$ cat src/rtl/zmx_rotate_ctrl.sv
// Turns debounced cw/ccw key presses into a one-hot rotate select for the video crossbar.
// Rotation changes are held in PENDING and only applied on a frame boundary (vsync edge) or timeout.
module zmx_rotate_ctrl #(
  parameter int DEBOUNCE_CYCLES = 500000,
  parameter int FRAME_TIMEOUT   = 2000000
) (
  input  logic       sys_clk,
  input  logic       sys_rst_n,
  input  logic       key_cw_n,
  input  logic       key_ccw_n,
  input  logic       vs_in,
  output logic [3:0] key_in_ctl,
  output logic [1:0] rot_idx,
  output logic       switch_pending,
  output logic       switch_done
);

  localparam int DBW = (DEBOUNCE_CYCLES > 1) ? $clog2(DEBOUNCE_CYCLES) : 1;
  localparam int TOW = (FRAME_TIMEOUT > 1) ? $clog2(FRAME_TIMEOUT) : 1;
  localparam logic [DBW-1:0] DB_MAX = DBW'(DEBOUNCE_CYCLES - 1);
  localparam logic [TOW-1:0] TO_MAX = TOW'(FRAME_TIMEOUT - 1);

  localparam logic [1:0] S_IDLE  = 2'd0;
  localparam logic [1:0] S_PEND  = 2'd1;
  localparam logic [1:0] S_APPLY = 2'd2;

  // Bit 0 = clockwise key, bit 1 = counter-clockwise key.
  logic [1:0]     key_s1, key_s2, key_db, key_db_q;
  logic [DBW-1:0] db_cnt [2];
  logic           vs_s1, vs_s2, vs_q;

  logic [1:0]     press;
  logic [1:0]     step;
  logic           vs_edge;

  logic [1:0]     state;
  logic [1:0]     target;
  logic [1:0]     carry;
  logic [TOW-1:0] to_cnt;
  logic [1:0]     target_step;
  logic [1:0]     apply_step;

  always_ff @(posedge sys_clk) begin
    if (!sys_rst_n) begin
      key_s1   <= 2'b11;
      key_s2   <= 2'b11;
      key_db   <= 2'b11;
      key_db_q <= 2'b11;
      vs_s1    <= 1'b0;
      vs_s2    <= 1'b0;
      vs_q     <= 1'b0;
      for (int i = 0; i < 2; i++) db_cnt[i] <= '0;
    end else begin
      key_s1   <= {key_ccw_n, key_cw_n};
      key_s2   <= key_s1;
      key_db_q <= key_db;
      vs_s1    <= vs_in;
      vs_s2    <= vs_s1;
      vs_q     <= vs_s2;
      for (int i = 0; i < 2; i++) begin
        if (key_s2[i] == key_db[i]) begin
          db_cnt[i] <= '0;
        end else if (db_cnt[i] == DB_MAX) begin
          key_db[i] <= key_s2[i];
          db_cnt[i] <= '0;
        end else begin
          db_cnt[i] <= db_cnt[i] + 1'b1;
        end
      end
    end
  end

  // Press = falling edge of the debounced level; simultaneous presses cancel.
  assign press   = key_db_q & ~key_db;
  assign vs_edge = vs_s2 & ~vs_q;

  always_comb begin
    step = 2'd0;
    case (press)
      2'b01:   step = 2'd1;
      2'b10:   step = 2'd3;
      default: step = 2'd0;
    endcase
  end

  assign target_step = target + step;
  assign apply_step  = carry + step;

  always_ff @(posedge sys_clk) begin
    if (!sys_rst_n) begin
      state       <= S_IDLE;
      target      <= 2'd0;
      carry       <= 2'd0;
      to_cnt      <= '0;
      rot_idx     <= 2'd0;
      key_in_ctl  <= 4'b0001;
      switch_done <= 1'b0;
    end else begin
      switch_done <= 1'b0;
      case (state)
        S_IDLE: begin
          if (step != 2'd0) begin
            target <= rot_idx + step;
            to_cnt <= '0;
            state  <= S_PEND;
          end
        end
        S_PEND: begin
          if (vs_edge || to_cnt == TO_MAX) begin
            state <= S_APPLY;
            carry <= step;
          end else begin
            to_cnt <= to_cnt + 1'b1;
            if (step != 2'd0) begin
              target <= target_step;
              if (target_step == rot_idx) state <= S_IDLE;
            end
          end
        end
        S_APPLY: begin
          rot_idx     <= target;
          key_in_ctl  <= 4'b0001 << target;
          switch_done <= 1'b1;
          carry       <= 2'd0;
          // A step carried from the apply decision (or arriving now) opens a new request.
          if (apply_step != 2'd0) begin
            target <= target + apply_step;
            to_cnt <= '0;
            state  <= S_PEND;
          end else begin
            state <= S_IDLE;
          end
        end
        default: state <= S_IDLE;
      endcase
    end
  end

  assign switch_pending = (state == S_PEND);

endmodule

$ cat config.mk
export PLATFORM = sky130hd
export DESIGN_NAME = zmx_rotate_ctrl
export DESIGN_NICKNAME = d
export VERILOG_FILES = /design/src/rtl/zmx_rotate_ctrl.sv
export SDC_FILE = /design/constraint.sdc
export NUM_CORES = 1
export LEC_CHECK = 0
export BUFFER_PORTS_ARGS = -buffer_cell sky130_fd_sc_hd__buf_2
export CORE_ASPECT_RATIO = 0.6
export CORE_MARGIN = 3
export CORE_UTILIZATION = 62
export DETAILED_ROUTE_END_ITERATION = 7
export PLACE_DENSITY = 0.79
export SLEW_MARGIN = 0
export SYNTH_ARGS = -nofsm -noshare
export SYNTH_HDL_FRONTEND = slang
export SYNTH_SLANG_ARGS = --single-unit
$ cat constraint.sdc
create_clock -name sys_clk -period 2.8 [get_ports sys_clk]
set_input_delay 0 -clock sys_clk [delete_from_list [all_inputs] [get_ports sys_clk]]
set_output_delay 0 -clock sys_clk [all_outputs]
set_load 0.02 [all_outputs]
==> impl_results.md <==
* DP HPWL at slightly above 6000 um
* FF+latch count, synth at a little over 80
* Initial DRC count at ~260
* Slew headroom at a little under three fifths
* CP Capture Type: flop
* Final min period at approximately 2700 ps
* Fmax at between 300 and 400 MHz
* Vias in the first global route at 3127
* Worst vdd ir at about 0.0005 V
* Clock buffer depth at 2
* Post-DRT Antenna Nets at 0
* Drt wl/cell at between 15 and 20 um
* Post-Route Setup TNS at 0 ps
* Crit path launch type: flop
* Synth Area per Inst at approximately 9.4 sq um
* FF+latch area at a little over 2000 sq um
* RSZ-0062 raised after global routing: false
* Total CTS buffers at 9
* FFs w/ async S/R, synth at 0%
* Hold crit path type: in2reg
* Count of flip-flops with a built-in enable after synthesis at 38
* Die H at roughly 71 um
* Ports at 13
* Met3 usage at between 8 and 9%
* Clock Latency Late Sink at approximately 350 ps
* Max Cap Viol at 0
* Outcome: completed
* Final hold vios at 0
* GR Util met2 at between 30 and 40%
* DR pass1 iterations at 5
* Post-synthesis sequential area ratio at approximately 47%
* Most used routing layer: met2
* Clock transition at path regs at about 60 ps
* PD cells at between 500 and 600 nW/um^2
* GRT Total Usage at between 20 and 25%
* Worst path required time at between 3000 and 4000 ps
* Initial Util at approximately two thirds
* Cells after Synth at 457
* CTS tree: yes
* H-tree depth at 3
* Total gr overflow at 0
* Final period util at 95.3%
* Clk sink count at between 80 and 90
* Clk pwr share at about two fifths
* Post-synth top flop: dfxtp_1
* DR DRC count at 0
* Area grow syn2layout at 15.1%
* Comb pwr share at just under 8%
* Commonest non-fill, non-tap cell in the layout: nor2_1
* Global-route wire length before repair at ~15000 um
* # diodes at 0
* Most frequent cells in the layout: 75 x nor2_1, 45 x dfxtp_1, 38 x edfxtp_1, 38 x conb_1, 30 x xnor2_1
* Largest net degree at the start of global routing at 37
* Finished Core Util at 77.3%
* Multi-input gate area at 2250 sq um
* Port buffer count at 12
* Via density per instance at 5.74
* Fin. max-slew vios at 0
* Die area at between 8000 and 9000 sq um
* Sw frac at roughly a quarter
* Leakage power at approximately 1.8 nW
* Met1 global-route usage at a little under a third
* Row count at 22
* Final setup vio count at 0
* Drt total wl at around 9000 um
* Sw power at ~0.00065 W
* Clock Tree Root: clkbuf_16
* Die width at roughly 110 um
* Clock Skew at approximately 6 ps
* Layout Nets at 534
* Core area at ~6400 sq um
* Share of layout cells above drive strength 1 at under 10%
* Slew @ Worst Pin at approximately 670 ps
* CP max FO at 18
* Yosys cell types at 56
* Filler cell count at 455
* Initial antenna violation count at 0
* Sequential share of power at between 50 and 60%
* Setup CP Type: reg2reg
* Power Internal at about 0.002 W
* Yosys Warn Count at 0
* WP data arrival at slightly below 3000 ps
* Synthesized area at 4310 sq um
* Routability-driven placement congestion ratio at around 0.83
* DR vias at 3477
-- cell usage after synthesis (4+ instances only) --
| cell | n | area share [%] |
|---|---|---|
| o21ai_0 | 15 | 1.7 |
| o21ai_1 | 6 | 0.70 |
| a21oi_1 | 26 | 3.0 |
| edfxtp_1 | 38 | 26 |
| buf_2 | 4 | 0.46 |
| nand2b_1 | 8 | 1.2 |
| dfxtp_1 | 45 | 21 |
| nor3_1 | 7 | 0.81 |
| and2_1 | 7 | 1.0 |
| or4_1 | 6 | 1.0 |
| xnor2_1 | 30 | 6.1 |
| or3_1 | 18 | 2.6 |
| inv_1 | 20 | 1.7 |
| xor2_1 | 12 | 2.4 |
| nand2_1 | 28 | 2.4 |
| nand4_1 | 17 | 2.5 |
| clkbuf_1 | 8 | 0.70 |
| ha_1 | 12 | 3.5 |
| nand3_1 | 21 | 2.4 |
| nor4b_1 | 4 | 0.81 |
| mux2i_1 | 4 | 0.93 |
| nor2_1 | 75 | 6.5 |
-- cell families (layout without fill, tap and decap cells) --
| group | count (synthesis) | after routing | share of synthesized area (%) |
|---|---|---|---|
| muxes | 5 | 5 | 1.19 |
| xor gates and xnor gates | 45 | 45 | 10.2 |
| and+or+nand+nor | 207 | 207 | 24.1 |
| other | 1 | 38 | 0.0870 |
| adders and majority gates | 12 | 12 | 3.49 |
| DFF | 83 | 83 | 47.4 |
| buffers and inverters | 35 | 63 | 3.60 |
| AOI/OAI and AO/OA | 69 | 69 | 9.93 |
-- sequential cells by signal, summed over array words and instances (netlist names), 2 cells and up --
| signal | cells |
|---|---|
| key_in_ctl | 4 |
| key_db | 2 |
| target | 2 |
| state | 2 |
| key_s1 | 2 |
| key_db_q | 2 |
| to_cnt | 21 |
| key_s2 | 2 |
| db_cnt | 38 |
| carry | 2 |
| rot_idx | 2 |
-- metrics by stage --
step / cell area [sq um] / hold slack [ps] / instances / power, W / setup WS [ps]
after floorplan: 4450 / 101 / 494 / 0.00148 / 328
after global placement: 4600 / 211 / 583 / 0.00152 / 276
after detailed placement: 4600 / 211 / 583 / 0.00153 / 164
after CTS: 4910 / 6.74 / 602 / 0.00263 / 145
after global routing: 4960 / 22.4 / 606 / 0.00273 / 1.27
final: 4960 / 11.6 / 606 / 0.00263 / 130
-- final timing paths --
path | start | to | slack (ps) | cells after the start
setup / recovery | key_db[0] | to_cnt[11] | 130 | 10
hold / removal | sys_rst_n | key_db[0] | 10 | 2
setup reg to reg | key_db[0] | to_cnt[11] | 130 | 10
hold reg to reg | key_s1[0] | key_s2[0] | 420 | 1
-- routing by layer --
metal  up-vias  part of all wire [%]
met5         -                     0
met3        20                   8.0
li1       1711                     -
met1      1594                    46
met4         0                   1.7
met2       152                    45
-- worst max-delay path, stage by stage, from the launching register on --
cell and delay (ps):
dfxtp_1 340, nand2b_1 160, ha_1 300, inv_1 60, ha_1 210, xor3_2 240
o31ai_2 90, a211o_2 380, buf_12 170, or4_1 510, a21oi_1 150
-- power groups by stage --
stage | logic, W | registers (W) | clock network, W
finish | 0.000203 | 0.00133 | 0.00110
global route | 0.000224 | 0.00133 | 0.00118
CTS | 0.000179 | 0.00133 | 0.00112
detailed placement | 0.000175 | 0.00135 | 0
global placement | 0.000169 | 0.00135 | 0
floorplan | 0.000137 | 0.00134 | 0
-- what timing repair did --
item,CTS,global route
endpoints found under the hold margin,3,0
setup buffers,0,3
setup endpoints to repair,0,1
gates resized for setup,0,1
hold buffers,3,0
-- area by class of cell --
type,instances,share of cell area [%]
multi-input cells,376,45.4
well taps,84,2.12
repair buffers,27,4.24
clock buffers,9,4.54
inverters,20,1.51
flip-flops and latches,83,41.2
clock inverters,7,1.03
Note: power is estimated with default switching activity, not from simulation.
